File: src/rtl/conv_pkg.sv
// Shared definitions for the 32-to-8 width down-converter.
// Word/byte width defaults, state encoding and index-width helper.
package conv_pkg;

    localparam int WORD_W_DEF = 32;
    localparam int BYTE_W_DEF = 8;
    localparam int NBYTES_DEF = WORD_W_DEF / BYTE_W_DEF;

    // Byte index needs at least one bit even for a 1-byte word.
    function automatic int idx_width(input int n);
        return (n > 1) ? $clog2(n) : 1;
    endfunction

    localparam int IDX_W_DEF = idx_width(NBYTES_DEF);

    typedef enum logic {
        IDLE = 1'b0,
        SEND = 1'b1
    } state_t;

endpackage

File: src/rtl/conv_hold_reg.sv
// Word-wide holding register with a valid flag (one buffer slot).
// Ports: clk, reset_L, load, clear, d -> q, valid. Load wins over clear.
module conv_hold_reg
    import conv_pkg::*;
#(
    parameter int W = WORD_W_DEF
) (
    input  logic         clk,
    input  logic         reset_L,
    input  logic         load,
    input  logic         clear,
    input  logic [W-1:0] d,
    output logic [W-1:0] q,
    output logic         valid
);

    always_ff @(posedge clk or negedge reset_L) begin
        if (!reset_L) begin
            q     <= '0;
            valid <= 1'b0;
        end else if (load) begin
            q     <= d;
            valid <= 1'b1;
        end else if (clear) begin
            valid <= 1'b0;
        end
    end

endmodule

File: src/rtl/conv_32_8.sv
// Word-to-byte down-converter with a current + pending two-slot buffer.
// Ports: clk, reset_L, valid_in/data_in/ready_in (word side),
// valid_out/data_out/last_out/ready_out (byte side).
// Build option: define LSB_FIRST_EN to emit bytes least-significant first.
module conv_32_8
    import conv_pkg::*;
#(
    parameter int WORD_W = WORD_W_DEF,
    parameter int BYTE_W = BYTE_W_DEF
) (
    input  logic              clk,
    input  logic              reset_L,
    input  logic              valid_in,
    input  logic [WORD_W-1:0] data_in,
    output logic              ready_in,
    output logic              valid_out,
    output logic [BYTE_W-1:0] data_out,
    output logic              last_out,
    input  logic              ready_out
);

    localparam int NBYTES = WORD_W / BYTE_W;
    localparam int IDX_W  = idx_width(NBYTES);

    state_t             state;
    state_t             state_next;
    logic [IDX_W-1:0]   byte_idx;
    logic [IDX_W-1:0]   idx_next;

    logic [WORD_W-1:0]  cur_data;
    logic [WORD_W-1:0]  pend_data;
    logic [WORD_W-1:0]  cur_d;
    logic               cur_valid;
    logic               pend_valid;
    logic               cur_load;
    logic               cur_from_pend;
    logic               cur_clear;
    logic               pend_load;
    logic               pend_clear;

    logic               accept;
    logic               xfer;
    logic               is_last;

    logic [BYTE_W-1:0]  bytes [NBYTES];

    // ready_in depends only on the pending slot register.
    assign ready_in = !pend_valid;
    assign accept   = valid_in && ready_in;
    assign xfer     = cur_valid && ready_out;
    assign is_last  = (byte_idx == IDX_W'(NBYTES - 1));

    assign cur_d = cur_from_pend ? pend_data : data_in;

    conv_hold_reg #(.W(WORD_W)) u_cur (
        .clk     (clk),
        .reset_L (reset_L),
        .load    (cur_load),
        .clear   (cur_clear),
        .d       (cur_d),
        .q       (cur_data),
        .valid   (cur_valid)
    );

    conv_hold_reg #(.W(WORD_W)) u_pend (
        .clk     (clk),
        .reset_L (reset_L),
        .load    (pend_load),
        .clear   (pend_clear),
        .d       (data_in),
        .q       (pend_data),
        .valid   (pend_valid)
    );

    // Byte g is the g-th byte to leave the block.
    for (genvar g = 0; g < NBYTES; g++) begin : g_bytes
`ifdef LSB_FIRST_EN
        assign bytes[g] = cur_data[g*BYTE_W +: BYTE_W];
`else
        assign bytes[g] = cur_data[WORD_W-1-g*BYTE_W -: BYTE_W];
`endif
    end

    assign valid_out = cur_valid;
    assign data_out  = cur_valid ? bytes[byte_idx] : '0;
    assign last_out  = cur_valid && is_last;

    always_ff @(posedge clk or negedge reset_L) begin
        if (!reset_L) begin
            state    <= IDLE;
            byte_idx <= '0;
        end else begin
            state    <= state_next;
            byte_idx <= idx_next;
        end
    end

    always_comb begin
        state_next    = state;
        idx_next      = byte_idx;
        cur_load      = 1'b0;
        cur_from_pend = 1'b0;
        cur_clear     = 1'b0;
        pend_load     = 1'b0;
        pend_clear    = 1'b0;
        unique case (state)
            IDLE: begin
                if (accept) begin
                    cur_load   = 1'b1;
                    idx_next   = '0;
                    state_next = SEND;
                end
            end
            SEND: begin
                if (xfer && is_last) begin
                    idx_next = '0;
                    // Pending word takes priority; ready_in is low then,
                    // so no accept can coincide with it.
                    if (pend_valid) begin
                        cur_load      = 1'b1;
                        cur_from_pend = 1'b1;
                        pend_clear    = 1'b1;
                    end else if (accept) begin
                        cur_load = 1'b1;
                    end else begin
                        cur_clear  = 1'b1;
                        state_next = IDLE;
                    end
                end else begin
                    if (xfer) begin
                        idx_next = byte_idx + 1'b1;
                    end
                    if (accept) begin
                        pend_load = 1'b1;
                    end
                end
            end
        endcase
    end

endmodule
File: config.mk
export PLATFORM = sky130hd
export DESIGN_NAME = conv_32_8
export DESIGN_NICKNAME = d
export VERILOG_FILES = /design/src/rtl/conv_pkg.sv /design/src/rtl/conv_hold_reg.sv /design/src/rtl/conv_32_8.sv
export SDC_FILE = /design/constraint.sdc
export NUM_CORES = 1
export LEC_CHECK = 0
export BUFFER_PORTS_ARGS = -buffer_cell sky130_fd_sc_hd__buf_2
export CAP_MARGIN = 20
export CELL_PAD_IN_SITES_DETAIL_PLACEMENT = 1
export CELL_PAD_IN_SITES_GLOBAL_PLACEMENT = 2
export CORE_MARGIN = 2
export CORE_UTILIZATION = 42
export DETAILED_ROUTE_END_ITERATION = 12
export PLACE_DENSITY = 0.9
export SKIP_LAST_GASP = 1
export SYNTH_ARGS = -nofsm -noshare
export SYNTH_HDL_FRONTEND = slang
export SYNTH_SLANG_ARGS = --single-unit
File: constraint.sdc
create_clock -name clk -period 4.43 [get_ports clk]
set_input_delay 0.443 -clock clk [delete_from_list [all_inputs] [get_ports clk]]
set_output_delay 0.443 -clock clk [all_outputs]
set_load 0.05 [all_outputs]
==> impl_metrics.csv, run 1 <==
group,metric,value,unit
status,status,"complete, no violations",
clock_tree,cts_buffer_depth,2,
critical_path,r2r-start,"byte_idx[0]$_DFFE_PN0P_",
routing,drc,0,
critical_path,end_kind,"flip-flop",
clock_tree,cts_tree,"built",
clock_tree,clkSinkCount,69,
timing,rsz0062_at_grt,"no",
routing,ant_nets,0,
global_route,grt_overflow,0,
synthesis,synth_top_area_share,52.0,%
power,combPwrFrac,38.4,%
floorplanning,pin_count,47,
power,power_switching,990,uW
clock_tree,path_clk_slew,0.08,ns
floorplanning,die_y,92.9,um
power,power.leakage,0.00190,uW
global_route,top_usage_layer,"met2",
timing,worstMarginPinSlew,1.05,ns
critical_path,cp.arrival,2.84,ns
critical_path,cp-startpoint,"byte_idx[0]$_DFFE_PN0P_",
global_route,grt_max_degree,66,
global_route,antenna_found_initial,0,
layout,multiInputGateArea,1460,um2
global_route,grtUsageMet2,27.8,%
global_route,grt_pass1_vias,2197,
synthesis,synthAdderAreaFrac,0.377,%
global_route,grt_pass1_wl,11.4,mm
layout,final_common_cell,"dfrtp_1",
flow_run,maxCapViolations,0,
placement,dpl.hpwl,4.60,mm
timing,fmax,379,MHz
layout,mostFrequentLayoutCells,"dfrtp_1 (69), buf_2 (46), a21oi_1 (34), nor2_1 (34), mux2i_1 (33)",
synthesis,yosysSeqAreaShare,52.0,%
floorplanning,row_count,32,
synthesis,ys_ff_latch,69,
placement,port_buffers,46,
critical_path,crit_path_end,"u_cur.q[12]$_DFFE_PN0P_",
power,ir_worst_vdd,0.303,mV
clock_tree,cts_resized,0,
synthesis,syn-instance-count,256,
power,seq_power_share,43.8,%
global_route,grtUsageMet1,23.6,%
clock_tree,cts_hold_buffers,0,
timing,setup_viol,0,
worst_hold_path,min_path_type,"in -> reg",
synthesis,ys_types,22,
timing,period_share,59.6,%
layout,fin_nets,336,
synthesis,syn-num-nets,293,
routing,avgRoutedWirePerCell,17.2,um
timing,finalCriticalPeriod,2.64,ns
layout,diodes,0,
synthesis,syn_avg_cell_area,13.0,um2
synthesis,synthMuxAreaShare,30.0,%
power,p_int,1740,uW
routing,firstDrtPassIters,4,
clock_tree,post_cts_buffers,0,
synthesis,synthXorXnorAreaFrac,0,%
timing,finalClockSkew,0.0135,ns
synthesis,synth_compound_area_share,5.96,%
layout,fin_util,49.4,%
global_route,track_usage,17.7,%
power,p_clk_share,17.8,%
placement,gp_congestion,0.754,
global_route,met3_usage,3.91,%
floorplanning,initial_core_util,43.2,%
critical_path,path_class,"reg -> reg",
floorplanning,core-area,7690,um2
clock_tree,ctsRootBufferMaster,"clkbuf_8",
routing,route.vias.total,2093,
timing,report.final.slew_viol_count,0,
layout,fill_cells,844,
critical_path,rr_worst_depth,5,
synthesis,synth_area,3320,um2
routing,routed_wl,6.97,mm
layout,drive_gt1_share,35.9,%
timing,slew_headroom,29.6,%
critical_path,critPathMaxFanout,32,
power,p_per_area,718,nW/um2
critical_path,critPathRequiredTime,4.63,ns
timing,setup_tns,0,ns
clock_tree,ctsHtreeMaxLevel,3,
critical_path,reg2reg_setup_slack,1.79,ns
routing,routed_via_density,5.16,
synthesis,synth_top_family_by_area,"multiplexers",
power,swShare,36.3,%
floorplanning,die_w,92.9,um
clock_tree,clk_latency,0.35,ns
critical_path,reg2reg_to,"u_cur.q[12]$_DFFE_PN0P_",
clock_tree,cts_buffers,9,
synthesis,synth_largest_area_cell,"dfrtp_1",
layout,ff_latch_area,1730,um2
layout,area_growth_syn_to_layout,14.4,%
floorplanning,die_area,8630,um2
critical_path,cp-start-kind,"flip-flop",
timing,hold_viol,0,
synthesis,synth-simple-area-share,7.54,%
synthesis,ys.warnings.count,0,
routing,first_iter_violations,63,
synthesis,ys_top_cells_by_area,"dfrtp_1 (52%), mux2_4 (14%), mux2i_1 (10%)",
[cell type report]
cell class,count,share of cell area [%]
inverter,1,0.0988
clock inverter,2,0.428
clock buffer,14,4.55
timing repair buffer,50,7.78
tap,102,3.36
sequential,69,45.5
multi-input combinational,168,38.3
[critical path: stages, from the launching register on]
cell	delay [ns]
dfrtp_1	0.73
ha_1	0.35
and4_4	0.27
nand2_2	0.58
mux2i_1	0.43
a21oi_1	0.10
[cell families after synthesis]
family                     Yosys count
and+or+nand+nor                     55
adders and majority gates            1
muxes                               74
AOI/OAI and AO/OA                   38
DFF                                 69
buffers and inverters               19
[state kept, by name (all words and copies together) (netlist names)]
name / count
u_pend.q: 32
u_cur.q: 32
byte_idx: 2
u_pend.valid: 1
u_cur.valid: 1
state: 1
[power by group through the flow]
stage / combinational [uW] / clock [uW] / sequential, uW
3_3_place_gp: 1000 / 0 / 1190
6_report: 1050 / 486 / 1190
2_1_floorplan: 919 / 0 / 1090
4_1_cts: 1050 / 498 / 1200
3_5_place_dp: 1040 / 0 / 1200
5_1_grt: 1140 / 535 / 1240
[cell usage after synthesis]
cell,instances
nand2_1,6
mux2_4,30
o21ai_0,2
a21o_1,1
and4_4,2
dfrtp_1,69
nand3_1,2
buf_6,5
mux2_2,3
and2_1,9
mux4_2,8
inv_2,1
a21oi_1,34
clkbuf_1,2
o22a_2,1
nand2_2,1
mux2i_1,33
nor3_1,1
buf_4,6
buf_2,5
nor2_1,34
ha_1,1
[metrics by stage]
step                cells  instance area (um2)  hold slack [ns]  setup WS, ns  total power [uW]
global route          406                 3800            0.324          1.60              2910
finish                406                 3800            0.334          1.79              2730
CTS                   403                 3740            0.323          1.74              2750
floorplan             256                 3320            0.147          2.52              2010
global placement      387                 3550            0.490          1.84              2200
detailed placement    387                 3550            0.494          1.75              2250
[worst min-delay path by stage]
stage / startpoint / endpoint / slack (ns) / depth (start not counted)
global route: data_in[23] / u_pend.q[23]$_DFFE_PN0P_ / 0.32 / 2
detailed placement: u_pend.q[2]$_DFFE_PN0P_ / u_pend.q[2]$_DFFE_PN0P_ / 0.49 / 1
CTS: data_in[8] / u_pend.q[8]$_DFFE_PN0P_ / 0.32 / 2
global placement: u_pend.q[24]$_DFFE_PN0P_ / u_pend.q[24]$_DFFE_PN0P_ / 0.49 / 1
finish: data_in[8] / u_pend.q[8]$_DFFE_PN0P_ / 0.33 / 2
floorplan: reset_L / byte_idx[0]$_DFFE_PN0P_ / 0.15 / 0
[metal layers]
metal | share of wire (%) | vias to the layer above
met3 | 3.4 | 12
met1 | 45 | 1067
met2 | 49 | 33
li1 | - | 981
met4 | 1.9 | 0
met5 | 0 | -
Power figures use the tool's default switching activity.
==> run 2, diff against run 1 <==
CORE_UTILIZATION = 35   (was 42)
PLACE_DENSITY = 0.81   (was 0.9)
clock period = 2.23 ns   (was 4.43 ns; I/O delays follow)
==> run 2 against run 1 <==
Routed wire length is 5.1% higher; clock power is 120% higher; global-route usage fell by 1.8 points; first-iteration DRC count grew 62%; die area increased by 19%; setup slack got worse by 1.6 ns; sequential power up 92%; sequential share of layout area fell by 1.1 points; power up 100%; non-clock buffer count increased by 6; via count increased by 1.2%; register-to-register slack got worse by 1.4 ns; critical path type is now reg -> out.
==> impl_metrics.csv, run 2 (synthesis gave the netlist of run 1 again) <==
group,metric,value,unit
status,status,"complete, no violations",
critical_path,critPathSlowestCell,"mux4_2",
routing,avgRoutedWirePerCell,16.8,um
clock_tree,ctsRootBufferMaster,"clkbuf_8",
placement,port_buffers,46,
global_route,antenna_found_initial,0,
critical_path,slowest_delay,0.53,ns
critical_path,critPathBufInv,2,
timing,finalCriticalPeriod,2.06,ns
layout,ff_latch_area,1730,um2
routing,routed_wl,7.32,mm
routing,drc,0,
layout,fill_cells,998,
floorplanning,die_y,101,um
power,ir_worst_vdd,0.422,mV
routing,route.vias.total,2119,
layout,fin_nets,342,
clock_tree,post_cts_buffers,0,
clock_tree,cts_buffer_depth,2,
global_route,grt_overflow,0,
placement,gp_congestion,0.714,
critical_path,cp.arrival,1.83,ns
routing,firstDrtPassIters,4,
critical_path,cp_top_family,"multiplexers",
clock_tree,cts_buffers,9,
floorplanning,core-area,9240,um2
global_route,grt_max_degree,66,
power,power.leakage,0.00194,uW
timing,setup_tns,0,ns
clock_tree,clkSinkCount,69,
critical_path,path_cells,"buf_4 > mux4_2 > and2_1 > buf_2",
routing,ant_nets,0,
global_route,grt_pass1_wl,12.3,mm
critical_path,critical_path_depth,4,
timing,fmax,486,MHz
power,power.total,5560,uW
clock_tree,cts_tree,"built",
timing,rsz0062_at_grt,"no",
worst_hold_path,hold_depth,2,
clock_tree,cts_resized,0,
critical_path,path_class,"reg -> out",
timing,period_share,92.3,%
clock_tree,clk_latency,0.34,ns
layout,multiInputGateArea,1460,um2
power,power_switching,1970,uW
timing,hold_slack,0.126,ns
clock_tree,path_clk_slew,0.08,ns
power,combPwrFrac,40.1,%
layout,diodes,0,
worst_hold_path,min_path_type,"in -> reg",
layout,mostFrequentLayoutCells,"dfrtp_1 (69), buf_2 (46), a21oi_1 (34), nor2_1 (34), mux2i_1 (33)",
floorplanning,initial_core_util,35.9,%
power,p_int,3590,uW
power,p_per_area,1430,nW/um2
critical_path,cp-start-kind,"flip-flop",
layout,final_common_cell,"dfrtp_1",
timing,hold_viol,0,
power,seq_power_share,41.0,%
clock_tree,cts_hold_buffers,1,
timing,worstMarginPinSlew,0.695,ns
power,swShare,35.4,%
timing,setup_viol,0,
floorplanning,row_count,35,
layout,fin_area,3890,um2
floorplanning,die_area,10300,um2
routing,routed_via_density,4.85,
clock_tree,ctsHtreeMaxLevel,3,
flow_run,maxCapViolations,0,
critical_path,rr_worst_depth,5,
critical_path,critPathRequiredTime,2.01,ns
global_route,grt_pass1_vias,2358,
timing,finalClockSkew,0.0111,ns
routing,first_iter_violations,102,
timing,slew_headroom,53.7,%
floorplanning,pin_count,47,
layout,reg_top3,"u_cur.q (32), u_pend.q (32), byte_idx (2)",
critical_path,critPathMaxFanout,11,
floorplanning,die_w,101,um
layout,drive_gt1_share,37.0,%
power,p_clk_share,18.9,%
placement,placed_area,3680,um2
global_route,track_usage,15.9,%
timing,report.final.slew_viol_count,0,
critical_path,end_kind,"primary output",
placement,dpl.hpwl,5.01,mm
layout,area_growth_syn_to_layout,17.2,%
-- run 2: worst paths after layout --
path / start / endpoint / slack [ns]
max: byte_idx[0]$_DFFE_PN0P_ / data_out[6] / 0.17
min: data_in[25] / u_pend.q[25]$_DFFE_PN0P_ / 0.13
max reg2reg: byte_idx[0]$_DFFE_PN0P_ / u_pend.q[8]$_DFFE_PN0P_ / 0.37
min reg2reg: u_pend.q[5]$_DFFE_PN0P_ / u_pend.q[5]$_DFFE_PN0P_ / 0.51
max in group asynchronous: reset_L / u_cur.q[19]$_DFFE_PN0P_ / 1.10
min in group asynchronous: reset_L / u_pend.q[24]$_DFFE_PN0P_ / 0.47
-- run 2: through the flow --
step / worst slack, ns / std cells / util (%)
floorplan: 0.539 / 256 / -
detailed placement: 0.384 / 422 / 39.9
global placement: 0.438 / 422 / 39.9
finish: 0.172 / 437 / 42.1
CTS: 0.138 / 437 / 42.1
global route: 0.0895 / 437 / 42.1
-- run 2: power groups by stage --
stage,logic [uW],registers [uW],clock network (uW)
3_5_place_dp,2250,2300,0
5_1_grt,2450,2360,1120
2_1_floorplan,1830,2160,0
3_3_place_gp,2180,2270,0
6_report,2230,2280,1050
4_1_cts,2260,2290,1070
-- run 2: routing by layer --
metal | track usage (%) | share of wire [%] | vias up
met5 | 0 | 0 | -
met2 | 25.3 | 48 | 33
met4 | 6.24 | 1.3 | 0
met3 | 3.24 | 2.9 | 8
met1 | 21.3 | 47 | 1080
li1 | - | - | 998
-- run 2: final cells by class --
| type | count | area share, % |
|---|---|---|
| clock inverters | 1 | 0.772 |
| flip-flops and latches | 69 | 44.4 |
| well taps | 129 | 4.15 |
| multi-input cells | 168 | 37.4 |
| repair buffers | 56 | 8.87 |
| inverters | 1 | 0.0965 |
| clock buffers | 13 | 4.34 |
==> run 3, diff against run 2 <==
CORE_UTILIZATION = 38   (was 35)
SYNTH_HIERARCHICAL = 1   (was not set)
==> run 3 against run 2 <==
Sequential share of layout area shrank 4.6 points; synthesized cell count shrank 13%; sequential power grew 2%; register-to-register slack lost 0.19 ns; worst hold slack lost 0.0016 ns; flip-flop and latch count is the same; final cell count shrank 5.3%; non-clock buffer count grew 2; global-route usage shrank 1.1 points; synthesized area grew 13%; critical endpoint is now data_out[7]; highest routed layer unchanged.
==> impl_metrics.csv, run 3 <==
group,metric,value,unit
synthesis,synth_largest_area_cell,"dfrtp_1",
routing,route.vias.total,1977,
clock_tree,path_clk_slew,0.08,ns
timing,hold_viol,0,
floorplanning,die_area,10600,um2
synthesis,ys.flop_type,"dfrtp_1",
global_route,met3_usage,4.03,%
critical_path,cp.arrival,1.85,ns
power,p_per_area,1610,nW/um2
global_route,grt_pass1_wl,11.6,mm
critical_path,critPathMaxFanout,11,
synthesis,synth-edff-count,0,
global_route,grtUsageMet1,20.7,%
layout,diodes,0,
placement,dpl.hpwl,4.98,mm
timing,finalClockSkew,0.0109,ns
critical_path,reg2reg_to,"u_cur/q[12]$_DFFE_PN0P_",
critical_path,slowest_delay,0.54,ns
synthesis,synth_common_cells,"mux2_4 (87), dfrtp_1 (69), mux2_2 (9)",
critical_path,critical_path_depth,4,
global_route,grt_overflow,0,
clock_tree,ctsRootBufferMaster,"clkbuf_8",
layout,final_common_cell,"mux2_4",
critical_path,cp_top_family,"multiplexers",
floorplanning,core-area,9640,um2
timing,rsz0062_at_grt,"no",
routing,first_iter_violations,56,
synthesis,synth_area,3740,um2
critical_path,cp-start-kind,"flip-flop",
floorplanning,initial_core_util,38.8,%
routing,routed_wl,7.25,mm
global_route,antenna_found_initial,0,
global_route,track_usage,14.8,%
global_route,grt_pass1_vias,2200,
floorplanning,die_w,103,um
synthesis,synthArstFlopShare,100,%
synthesis,syn-instance-count,222,
routing,routed_via_density,4.78,
synthesis,syn_avg_cell_area,16.8,um2
timing,worstMarginPinSlew,0.538,ns
placement,gp_congestion,0.691,
timing,setup_tns,0,ns
clock_tree,ctsHtreeMaxLevel,3,
timing,fmax,482,MHz
worst_hold_path,min_path_type,"in -> reg",
critical_path,cp-startpoint,"byte_idx[0]$_DFFE_PN0P_",
critical_path,path_cells,"buf_4 > mux4_2 > and2_1 > buf_2",
flow_run,maxCapViolations,0,
status,status,"complete, no violations",
power,power.leakage,0.00209,uW
critical_path,end_kind,"primary output",
clock_tree,clkSinkCount,69,
layout,mostFrequentLayoutCells,"mux2_4 (87), dfrtp_1 (69), buf_2 (46)",
routing,firstDrtPassIters,4,
layout,drive_gt1_share,64.4,%
timing,hold_slack,0.124,ns
critical_path,crit_path_end,"data_out[7]",
floorplanning,die_y,103,um
clock_tree,clk_latency,0.34,ns
synthesis,synth_top_area_share,46.2,%
synthesis,ys_ff_latch,69,
critical_path,path_class,"reg -> out",
synthesis,yosysSeqAreaShare,46.2,%
timing,report.final.slew_viol_count,0,
floorplanning,row_count,36,
critical_path,r2r-start,"byte_idx[0]$_DFFE_PN0P_",
routing,drc,0,
power,ir_worst_vdd,0.391,mV
synthesis,ys.warnings.count,6,
global_route,top_usage_layer,"met2",
placement,port_buffers,46,
layout,area_growth_syn_to_layout,16.0,%
clock_tree,cts_tree,"built",
clock_tree,cts_buffers,9,
synthesis,syn-num-nets,259,
synthesis,ys_types,23,
synthesis,yosysMostFrequentCell,"mux2_4",
routing,ant_nets,0,
timing,setup_viol,0,
routing,avgRoutedWirePerCell,17.5,um
timing,slew_headroom,64.1,%
critical_path,reg2reg_setup_slack,0.18,ns
critical_path,critPathSlowestCell,"mux4_2",
timing,finalCriticalPeriod,2.07,ns
layout,reg_top3,"u_cur/q (32), u_pend/q (32), byte_idx (2)",
timing,period_share,93.0,%
critical_path,critPathBufInv,2,
critical_path,rr_worst_depth,6,
floorplanning,pin_count,47,
clock_tree,cts_buffer_depth,2,
critical_path,critPathRequiredTime,2.01,ns
global_route,grtUsageMet2,22.2,%
global_route,grt_max_degree,43,
synthesis,ys_top_cells_by_area,"dfrtp_1 (46%), mux2_4 (35%), mux4_2 (4.8%)",
layout,fin_nets,313,
-- run 3: metal layers --
layer	vias up	wire, um
li1	901	-
met1	1036	3370
met2	33	3480
met3	7	301
met4	0	101
met5	-	0
-- run 3: what timing repair did --
action,4_1_cts,5_1_grt
hold endpoints to repair,69,0
hold buffers,1,0
resized for setup,0,0
buffers inserted,0,0
-- run 3: cell families (layout without fill, tap and decap cells) --
kind of cell,count (synthesis),count (layout),synth area share [%]
multiplexers,108,108,43.6
AO/OA/AOI/OAI,4,4,0.736
AND/OR/NAND/NOR,21,21,3.48
buffers and inverters,19,78,5.69
flip-flops,69,69,46.2
adder cells (fa/ha/maj),1,1,0.335
-- run 3: power by group --
part,switching [uW],internal (uW)
Sequential,423,1900
Clock,475,806
Combinational,1540,1840
-- run 3: stage by stage --
stage	power (uW)	std cells	instance area, um2	setup slack, ns	utilization, %
2_1_floorplan	5170	222	3740	0.226	-
3_3_place_gp	5630	397	4070	0.251	42.2
3_5_place_dp	5740	397	4070	0.189	42.2
4_1_cts	7090	414	4340	0.118	45.0
5_1_grt	7380	414	4340	0.0666	45.0
6_report	6990	414	4340	0.156	45.0
-- run 3: worst min-delay path by stage --
stage	endpoint	slack (ns)	cells after the start	startpoint
6_report	u_pend/q[18]$_DFFE_PN0P_	0.12	2	data_in[18]
5_1_grt	u_pend/q[5]$_DFFE_PN0P_	0.11	2	data_in[5]
4_1_cts	u_pend/q[18]$_DFFE_PN0P_	0.10	2	data_in[18]
3_5_place_dp	u_pend/q[27]$_DFFE_PN0P_	0.26	2	reset_L
3_3_place_gp	u_pend/q[27]$_DFFE_PN0P_	0.26	2	reset_L
2_1_floorplan	byte_idx[0]$_DFFE_PN0P_	-0.07	0	reset_L
-- run 3: area by class of cell --
type                    instances  area (um2)
fillers                      1000        5300
multi-input cells             134        1810
inverters                       4        15.0
repair buffers                 58         360
clock inverters                 5         106
well taps                     133         166
clock buffers                  11         151
flip-flops and latches         69        1730
